==> src/rtl/sram_parity_pkg.sv <==
// Shared types and helpers for the parity-protected SRAM and its background scrubber.
package sram_parity_pkg;

  localparam int unsigned DEF_ADDR_W = 8;
  localparam int unsigned DEF_DATA_W = 32;
  // Widest word the parity helper accepts; narrower words are zero-extended.
  localparam int unsigned MAX_DATA_W = 256;

  typedef enum logic [1:0] {
    StIdle,
    StWait,
    StReq,
    StCheck
  } scrub_state_e;

  // Odd parity: data bits plus the stored parity bit must contain an odd number of ones.
  function automatic logic odd_parity_ok(input logic [MAX_DATA_W-1:0] data, input logic par);
    return ^{data, par};
  endfunction

endpackage

==> src/rtl/sram_scrub_arbiter.sv <==
// Port arbiter for the scrubber: yields to the host, but forces one read slot after
// MAX_DEFER consecutive deferrals.
module sram_scrub_arbiter #(
  parameter int unsigned MAX_DEFER = 16
) (
  input  logic i_clk,
  input  logic i_reset,
  input  logic i_in_req,
  input  logic i_host_req,
  output logic o_issue,
  output logic o_host_gnt
);

  localparam int unsigned DW = $clog2(MAX_DEFER + 1);

  logic [DW-1:0] r_defer;
  logic          w_at_limit;

  assign w_at_limit = (r_defer == DW'(MAX_DEFER));
  assign o_issue    = i_in_req & (~i_host_req | w_at_limit);
  assign o_host_gnt = i_host_req & ~o_issue;

  // The count only lives while the scrubber sits in its request state.
  always_ff @(posedge i_clk or posedge i_reset) begin
    if (i_reset) begin
      r_defer <= '0;
    end else if (!i_in_req) begin
      r_defer <= '0;
    end else if (!o_issue) begin
      r_defer <= r_defer + 1'b1;
    end
  end

endmodule

==> src/rtl/sram_parity_scrubber.sv <==
// Background odd-parity scrubber for the SRAM read port: walks all word addresses,
// logs failing addresses and keeps a saturating error count.
module sram_parity_scrubber
  import sram_parity_pkg::*;
#(
  parameter int unsigned ADDR_W         = DEF_ADDR_W,
  parameter int unsigned DATA_W         = DEF_DATA_W,
  parameter int unsigned SCRUB_INTERVAL = 1024,
  parameter int unsigned MAX_DEFER      = 16,
  parameter int unsigned CNT_W          = 16
) (
  input  logic              i_clk,
  input  logic              i_reset,
  input  logic              i_scrub_en,
  input  logic              i_clear_count,
  input  logic              i_host_req,
  output logic              o_host_gnt,
  output logic              o_mem_re,
  output logic [ADDR_W-1:0] o_mem_addr,
  input  logic [DATA_W-1:0] i_mem_rdata,
  input  logic              i_mem_par,
  output logic              o_err_valid,
  output logic [ADDR_W-1:0] o_err_addr,
  output logic [CNT_W-1:0]  o_err_count,
  output logic              o_pass_done,
  output logic              o_busy
);

  localparam int unsigned IW = (SCRUB_INTERVAL > 1) ? $clog2(SCRUB_INTERVAL) : 1;
  localparam logic [IW-1:0] RELOAD = IW'(SCRUB_INTERVAL - 1);

  scrub_state_e      r_state;
  logic [IW-1:0]     r_interval;
  logic [ADDR_W-1:0] r_addr;
  logic              r_err_valid;
  logic [ADDR_W-1:0] r_err_addr;
  logic [CNT_W-1:0]  r_err_count;
  logic              r_pass_done;

  logic w_in_req;
  logic w_issue;
  logic w_par_err;

  assign w_in_req  = (r_state == StReq);
  assign w_par_err = (r_state == StCheck) &&
                     !odd_parity_ok(MAX_DATA_W'(i_mem_rdata), i_mem_par);

  sram_scrub_arbiter #(
    .MAX_DEFER(MAX_DEFER)
  ) u_arbiter (
    .i_clk      (i_clk),
    .i_reset    (i_reset),
    .i_in_req   (w_in_req),
    .i_host_req (i_host_req),
    .o_issue    (w_issue),
    .o_host_gnt (o_host_gnt)
  );

  always_ff @(posedge i_clk or posedge i_reset) begin
    if (i_reset) begin
      r_state     <= StIdle;
      r_interval  <= '0;
      r_addr      <= '0;
      r_err_valid <= 1'b0;
      r_err_addr  <= '0;
      r_err_count <= '0;
      r_pass_done <= 1'b0;
    end else begin
      r_err_valid <= 1'b0;
      r_pass_done <= 1'b0;

      // A clear coinciding with an error still counts that error.
      if (i_clear_count) begin
        r_err_count <= w_par_err ? CNT_W'(1) : '0;
      end else if (w_par_err && !(&r_err_count)) begin
        r_err_count <= r_err_count + 1'b1;
      end

      case (r_state)
        StIdle: begin
          if (i_scrub_en) begin
            r_state    <= StWait;
            r_interval <= RELOAD;
          end
        end
        StWait: begin
          if (!i_scrub_en) begin
            r_state <= StIdle;
          end else if (r_interval == '0) begin
            r_state <= StReq;
          end else begin
            r_interval <= r_interval - 1'b1;
          end
        end
        StReq: begin
          if (w_issue) begin
            r_state <= StCheck;
          end else if (!i_scrub_en) begin
            r_state <= StIdle;
          end
        end
        StCheck: begin
          if (w_par_err) begin
            r_err_valid <= 1'b1;
            r_err_addr  <= r_addr;
          end
          r_pass_done <= &r_addr;
          r_addr      <= r_addr + 1'b1;
          if (i_scrub_en) begin
            r_state    <= StWait;
            r_interval <= RELOAD;
          end else begin
            r_state <= StIdle;
          end
        end
        default: r_state <= StIdle;
      endcase
    end
  end

  assign o_mem_re    = w_issue;
  assign o_mem_addr  = r_addr;
  assign o_err_valid = r_err_valid;
  assign o_err_addr  = r_err_addr;
  assign o_err_count = r_err_count;
  assign o_pass_done = r_pass_done;
  assign o_busy      = (r_state != StIdle);

endmodule
==> config.mk <==
export PLATFORM = sky130hd
export DESIGN_NAME = sram_parity_scrubber
export DESIGN_NICKNAME = d
export VERILOG_FILES = /design/src/rtl/sram_parity_pkg.sv /design/src/rtl/sram_scrub_arbiter.sv /design/src/rtl/sram_parity_scrubber.sv
export SDC_FILE = /design/constraint.sdc
export NUM_CORES = 1
export LEC_CHECK = 0
export CORE_ASPECT_RATIO = 1.1
export CORE_MARGIN = 1.5
export CORE_UTILIZATION = 35
export CTS_CLUSTER_DIAMETER = 30
export CTS_CLUSTER_SIZE = 12
export DETAILED_ROUTE_END_ITERATION = 8
export GPL_ROUTABILITY_DRIVEN = 0
export PLACE_DENSITY = 0.6
export SETUP_SLACK_MARGIN = 0.5
export SYNTH_ARGS = -nofsm -noshare
export SYNTH_HDL_FRONTEND = slang
export SYNTH_SLANG_ARGS = --single-unit
==> constraint.sdc <==
create_clock -name i_clk -period 2.4 [get_ports i_clk]
set_input_delay 0.36 -clock i_clk [delete_from_list [all_inputs] [get_ports i_clk]]
set_output_delay 0.36 -clock i_clk [all_outputs]
set_load 0.02 [all_outputs]
==> results_dict.tcl <==
set metrics [dict create \
    critPathLaunchType "input port" \
    grtUsageTotal 0.171 \
    switching_share 0.380 \
    die_w_um 90.7 \
    clkTransAtPathRegs_ps 110 \
    ir_drop_v 0.000507 \
    antenna_left 0 \
    seqPwrFrac 0.278 \
    syn-cell-area_um2 2960 \
    drive_above_1_share 0.396 \
    grt_pass1_wl_um 12600 \
    path_max_fanout 5 \
    synth_top_area_share 0.431 \
    met2_usage 0.302 \
    worst-r2r-cell-count 7 \
    path_class "in2reg" \
    cts_max_level 2 \
    grt_most_used_layer "met2" \
    cp-end-kind "flop" \
    regArea_um2 1280 \
    hold_violations 0 \
    drv_cap 0 \
    fp.dieArea_um2 9020 \
    multiInputGateArea_um2 2050 \
    synthTopCellsByArea "dfrtp_1 43%, xnor2_1 10%, mux2_2 4.9%" \
    antenna_found_initial 0 \
    first_iter_violations 94 \
    async_flop_share 1.00 \
    fp.dieH_um 99.5 \
    fp-row-count 35 \
    r2r-start "o_err_count[1]" \
    cts_root_buffer "clkbuf_8" \
    avgSynthCellArea_um2 9.71 \
    cts_tree "yes" \
    synth_ff_type "dfrtp_1" \
    power_density_nw_per_um2 861 \
    ys_ff_latch 51 \
    final_nets 469 \
    yosysSeqAreaShare 0.431 \
    dp_hpwl_um 5120 \
    dp_slack_ps -667 \
    syn_nets 353 \
    via_per_inst 4.98 \
    fillers 718 \
    finClkSkew_ps 16.7 \
    r2r_slack_ps 360 \
    numCtsBuffers 5 \
    post-route-util 0.572 \
    synthCells 305 \
    leakage_nw 2.04 \
    drtPass1Iterations 4 \
    status "finished, final reports clean" \
    synth_edf_count 0 \
    grt_pass1_vias 2681 \
    setup_ws_ps 147 \
    yosys_warnings 0 \
    slew-limit-headroom 0.606 \
    power_frac_comb 0.602 \
    numPortBuffers 74 \
    grt.met1_usage 0.214 \
    ys_types 43 \
    period_minus_slack_ps 2250 \
    setup_viol 0 \
    cts_sinks 51 \
    drc 0 \
    reg2reg_to "o_err_count[15]" \
    ios 75 \
    timing.final.max_slew_violations 0 \
    synth_commonest_cells "51 x dfrtp_1, 35 x xnor2_1, 28 x nand2_1" \
    clockPowerShare 0.121 \
    avgRoutedWirePerCell_um 14.5 \
    area_delta_synth_final_pct 59.9 \
    diodes 0 \
    grt_max_degree 23 \
    synth_top_area_cell "dfrtp_1" \
    arrival_ps 2430 \
    postCtsHoldBufs 0 \
    core_area_um2 8280 \
    grtUsageMet3 0.0313 \
    globalRouteOverflowTotal 0 \
    required_ps 2580 \
    rsz0062_at_grt "yes" \
    insertion_delay_ps 300 \
    initial_core_util 0.358 \
    clk_path_buf_depth 2 \
    yosysMostFrequentCell "dfrtp_1" \
    fmax_mhz 444 \
    tightest_slew_ps 582 \
    wirelength_um 7740 \
    total_power_mw 4.08 \
    fin_crit_sh 0.939 \
    internal-power_mw 2.53 \
    num_vias 2657 \
    switchingPower_mw 1.55 \
    worstHoldPathType "in2async" \
]
critical path: stages:
cell	delay [ps]
buf_6	100
xnor2_4	140
xnor2_2	140
xnor2_1	180
xnor3_2	490
buf_6	140
buf_6	100
mux2_4	340
buf_12	150
mux2_4	290
cells in the final DEF (no fill, tap or decap), drive strengths merged, types with 6 or more instances in the layout:
cell type / instances
ha: 10
a21oi: 18
o21ai: 14
nand4: 7
dfrtp: 51
nor2: 22
clkbuf: 11
nand2: 28
xnor2: 37
inv: 14
mux2: 14
and2: 7
or4: 7
clkdlybuf4s50: 38
buf: 64
nand2b: 7
and3: 6
nand3: 10
cell families after synthesis:
family	share of synthesized area
buf+inv	0.0325
fa+ha+maj	0.0422
mux	0.0613
compound gates	0.102
xor+xnor	0.134
simple gates	0.198
flops	0.431
final cells by class:
class,instances,share of cell area
Multi-Input combinational cell,232,0.433
Sequential cell,51,0.270
Timing Repair Buffer,117,0.238
Tap cell,111,0.0293
Clock buffer,6,0.0153
Inverter,14,0.0116
Clock inverter,2,0.00264
state kept, by name (all words and copies together) (netlist names):
signal             cells
o_err_count           16
r_interval            10
o_err_addr             8
o_mem_addr             8
u_arbiter.r_defer      5
r_state                2
o_err_valid            1
o_pass_done            1
power groups by stage:
stage               combinational (mW)  sequential (mW)  clock (mW)
floorplan                        0.893             1.22           0
global placement                  1.53             1.15           0
detailed placement                1.56             1.15           0
CTS                               2.22             1.13       0.510
global route                      2.61             1.16       0.540
finish                            2.45             1.13       0.491
through the flow:
| step | instance area [um^2] | TNS (ps) | instances | hold slack (ps) |
|---|---|---|---|---|
| floorplan | 3040 | 0 | 305 | 451 |
| global placement | 3990 | -12260 | 496 | 485 |
| detailed placement | 3990 | -12710 | 496 | 490 |
| CTS | 4490 | 0 | 528 | 386 |
| global route | 4740 | 0 | 533 | 411 |
| finish | 4740 | 0 | 533 | 370 |
timing repair:
item	in CTS	in global routing
gates cloned	2	0
gates resized for setup	161	58
buffers inserted	22	5
pin swaps	37	29
setup endpoints to repair	40	37
worst max path at each step:
stage	start	endpoint	slack, ps	cells past startpoint
2_1_floorplan	i_mem_rdata[9]	o_err_count[7]	170	8
3_3_place_gp	i_mem_rdata[9]	o_err_count[15]	-630	8
3_5_place_dp	i_mem_rdata[9]	o_err_count[15]	-670	8
4_1_cts	i_mem_rdata[27]	o_err_count[2]	90	10
5_1_grt	i_mem_rdata[30]	o_err_addr[0]	100	10
6_report	i_mem_rdata[24]	o_err_addr[0]	150	10
layer usage:
layer  routed length (um)  share of wire
met1                 3400           0.44
met3                  370          0.048
met5                    0              0
met4                   38         0.0049
met2                 3930           0.51
No activity file was read; power rests on OpenSTA's default activity.
